File: src/rtl/interval_timer.sv
// interval_timer: prescaled up/down interval counter with wrap or one-shot terminal handling
module interval_timer #(
  parameter int WIDTH    = 5,
  parameter int PRESCALE = 50000000
) (
  input  logic             clk,
  input  logic             rst,
  input  logic             clear,
  input  logic             enable,
  input  logic             load,
  input  logic [WIDTH-1:0] load_value,
  input  logic [WIDTH-1:0] limit,
  input  logic             mode_down,
  input  logic             one_shot,
  output logic [WIDTH-1:0] count,
  output logic             tick,
  output logic             done,
  output logic             expired
);
  localparam int PS_W = PRESCALE > 1 ? $clog2(PRESCALE) : 1;
  localparam logic [PS_W-1:0] PS_MAX = PS_W'(PRESCALE - 1);
  logic [PS_W-1:0] ps;
  logic run, step, term;
  assign run  = enable && !expired;
  assign step = run && ps == PS_MAX;
  assign term = mode_down ? count == '0 : count >= limit;
  always_ff @(posedge clk or negedge rst)
    if (!rst) begin
      count   <= '0;
      ps      <= '0;
      tick    <= 1'b0;
      done    <= 1'b0;
      expired <= 1'b0;
    end else if (clear || load) begin
      count   <= clear ? (mode_down ? limit : '0) : (load_value > limit ? limit : load_value);
      ps      <= '0;
      tick    <= 1'b0;
      done    <= 1'b0;
      expired <= 1'b0;
    end else begin
      tick <= step;
      done <= step && term;
      if (run) ps <= step ? '0 : ps + 1'b1;
      if (step && term && one_shot) expired <= 1'b1;
      if (step && !(term && one_shot))
        count <= term ? (mode_down ? limit : '0) : (mode_down ? count - 1'b1 : count + 1'b1);
    end
endmodule

File: config.mk
export PLATFORM = sky130hd
export DESIGN_NAME = interval_timer
export DESIGN_NICKNAME = d
export VERILOG_FILES = /design/src/rtl/interval_timer.sv
export SDC_FILE = /design/constraint.sdc
export NUM_CORES = 1
export LEC_CHECK = 0
export CAP_MARGIN = 20
export CORE_ASPECT_RATIO = 0.75
export CORE_MARGIN = 10
export CORE_UTILIZATION = 30
export CTS_CLUSTER_SIZE = 14
export DETAILED_ROUTE_END_ITERATION = 10
export GPL_ROUTABILITY_DRIVEN = 0
export PLACE_DENSITY = 0.49
export SLEW_MARGIN = 10
export SYNTH_ARGS = -nofsm -noshare
export SYNTH_HDL_FRONTEND = slang
export SYNTH_SLANG_ARGS = --single-unit
File: constraint.sdc
create_clock -name clk -period 2.2 [get_ports clk]
set_input_delay 0.66 -clock clk [delete_from_list [all_inputs] [get_ports clk]]
set_output_delay 0.66 -clock clk [all_outputs]
set_load 0.03 [all_outputs]
==> metrics.md <==
| Metric | Value |
|---|---|
| Final hold viol count | 0 |
| Async set-reset flop share out of synthesis | 100.0% |
| Slew margin rel. | 69.52% |
| Fin nets | 336 |
| WP data required | 1.54 ns |
| Root Buffer Master | clkbuf_8 |
| Static leakage | 0.001283 uW |
| Final Cycle Share | 96.90% |
| Fin Hold WS | 0.4044 ns |
| DIE WIDTH | 119.4 um |
| Final ANT Viol Nets | 0 |
| Status | completed |
| Synth Warn # | 0 |
| Pwr dens | 537.0 nW/um2 |
| Synth cell count leaders | 34 x dfrtp_1, 33 x nor2_1, 22 x nand2_1 |
| Most used DFF post-synth | dfrtp_1 |
| Final setup fails | 0 |
| Area Growth Syn to Fin | 34.95% |
| CTS sink count | 34 |
| WL final | 5919 um |
| Port bufs | 24 |
| Post-synthesis net count | 274 |
| Clock transition at the registers of the reported paths | 0.07 ns |
| Adder-cell area share of the yosys netlist | 8.779% |
| Initial Util | 30.61% |
| Critical path arrival | 1.47 ns |
| Main combinational cell family by area after synthesis | simple AND/OR/NAND/NOR gates |
| Post-synthesis mux area share | 0% |
| Worst Setup Start Kind | flop |
| Post-route minimum period | 2.132 ns |
| Maxcap violations | 0 |
| Vias in the first global route | 2,033 |
| Core Util, Final | 41.31% |
| DR WL/cell | 14.61 um |
| Critical path type | flop to primary output |
| CP delay by family, top | buffers and inverters |
| GRT Util Overall | 11.19% |
| First-pass DRT Iterations | 4 |
| Worst VDD drop | 0.3228 mV |
| Least-Margin Pin Slew | 0.4572 ns |
| CP Max Fanout | 6 |
| 1st-iter DRT viols | 87 |
| Final worst slack | 0.06818 ns |
| CTS tree | yes |
| IO Count | 25 |
| TritonCTS Buffers | 5 |
| Vias per cell | 4.775 |
| DP Worst Slack | -0.5908 ns |
| Seq/Total Area, Yosys | 38.27% |
| Average size of a mapped cell | 9.188 um2 |
| Sum of buffers and inverters on the critical path | 1 |
| Synth area leaders | dfrtp_1 38%, ha_1 7.9%, xor2_1 6.7% |
| N_diodes | 0 |
| Share of the synthesized area in the top cell type | 38.27% |
| GRT overflow | 0 |
| Clk Latency, worst-skew pair | 0.29 ns |
| Hold Path Class | input port to asynchronous set/reset pin |
| Drc violations | 0 |
| First-pass GRT wire length | 10,340 um |
| Fmax | 469.1 MHz |
| Hold buffers post-CTS | 0 |
| Seq cells post-synth | 34 |
| H-tree Lvls | 2 |
| Die ar. | 11,290 um2 |
| Final Slew Violations | 0 |
| Complex-gate fraction of the synthesized area | 15.93% |
| Fin Clk Skew | 0.003465 ns |
| Slowest cell on crit path | clkdlybuf4s50_1 |
| Total power | 1611 uW |
| HPWL Detailed | 4325 um |
| Most area-hungry cell type in the Yosys netlist | dfrtp_1 |
| Worst stage delay on the critical path | 0.72 ns |
| Crit-path cells | clkdlybuf4s50_1 |
| Mapped Area | 2223 um2 |
| Count leader, synth | dfrtp_1 |
| Crit. End Element | primary output |
| Core footprint | 7263 um2 |
| Layout cells sized above 1 | 24.01% |
| Synth Area in Simple Gates | 25.15% |
| Die height | 94.56 um |
| Via count | 1,934 |
| Largest net degree at the start of global routing | 35 |
| EDFF count, synth | 0 |
| Initial antenna violation count | 0 |
| Max clock buf depth | 2 |
| Xor and xnor area share after synthesis | 9.060% |
| # rows | 27 |
| Gate count after technology mapping | 242 |
| Cell variety after synth | 46 |
==> per-stage QoR <==
step | cell area, um2 | cells | TNS (ns)
2_1_floorplan | 2227 | 242 | 0
3_3_place_gp | 2815 | 396 | -6.591
3_5_place_dp | 2815 | 396 | -7.022
4_1_cts | 2983 | 405 | 0
5_1_grt | 3000 | 405 | -0.03251
6_report | 3000 | 405 | 0
==> power by group <==
group / internal [uW] / switching [uW]
sequential: 644 / 32.6
combinational: 235 / 257
clock: 218 / 225
==> repair_timing <==
| action | 4_1_cts | 5_1_grt |
|---|---|---|
| resized for setup | 32 | 12 |
| buffers inserted | 2 | 0 |
| pin swaps | 15 | 5 |
| setup endpoints to repair | 6 | 8 |
==> path summary, 6_finish.rpt <==
path	slack (ns)	endpoint	from	depth (start not counted)
setup / recovery	0.07	count[1]	count[1]	1
hold / removal	0.40	ps[14]	rst	2
setup reg to reg	0.19	count[0]	count[0]	7
hold reg to reg	0.54	ps[25]	ps[25]	2
max in group asynchronous	1.47	ps[23]	rst	2
min in group clk	0.54	ps[25]	ps[25]	2
==> layout make-up <==
cell class	instances	area (um2)
fill	746	4263
clock buffer	7	76.32
inverter	9	33.78
tap	101	126.4
timing repair buffer	60	500.5
multi-input combinational	194	1413
sequential	34	850.8
==> placed cells by master (no fill, tap or decap), types with 3 or more instances in the layout <==
| cell | n |
|---|---|
| a21boi_0 | 4 |
| a21oi_1 | 8 |
| a221oi_1 | 5 |
| a2bb2oi_2 | 5 |
| and3_1 | 4 |
| and4_1 | 3 |
| buf_4 | 33 |
| buf_6 | 3 |
| clkbuf_8 | 5 |
| clkdlybuf4s50_1 | 11 |
| dfrtp_1 | 34 |
| dlygate4sd2_1 | 7 |
| ha_1 | 12 |
| inv_1 | 5 |
| inv_2 | 4 |
| nand2_1 | 22 |
| nand3_1 | 15 |
| nand4_1 | 3 |
| nor2_1 | 33 |
| nor3_1 | 9 |
| o21ai_0 | 6 |
| o31ai_1 | 3 |
| xnor2_1 | 6 |
| xor2_1 | 17 |
==> per-layer routing <==
| layer | up-vias | share of wire [%] | GRT usage [%] | routed length (um) |
|---|---|---|---|---|
| met5 | - | 0 | 0 | 0 |
| met4 | 0 | 0.71 | 2.705 | 42 |
| met3 | 5 | 3.9 | 3.099 | 232 |
| met2 | 30 | 44 | 17.14 | 2622 |
| met1 | 911 | 51 | 15.30 | 3021 |
| li1 | 988 | - | - | - |
==> worst register-to-register path: stages (launching register included) <==
cell     delay [ns]
dfrtp_1        0.45
or4_1          0.57
o22ai_1        0.20
a41oi_2        0.06
buf_6          0.16
o21ai_4        0.29
nand2_1        0.12
o31ai_2        0.07
==> flip-flops by register name (all words and copies together), names as in the netlist <==
register / count
ps: 26
expired: 1
count: 5
done: 1
tick: 1
==> cells by family after synthesis <==
kind of cell | count (synthesis)
compound gates | 46
xor+xnor | 23
fa+ha+maj | 15
buf+inv | 14
flops | 34
simple gates | 110
Note: power is estimated with default switching activity, not from simulation.
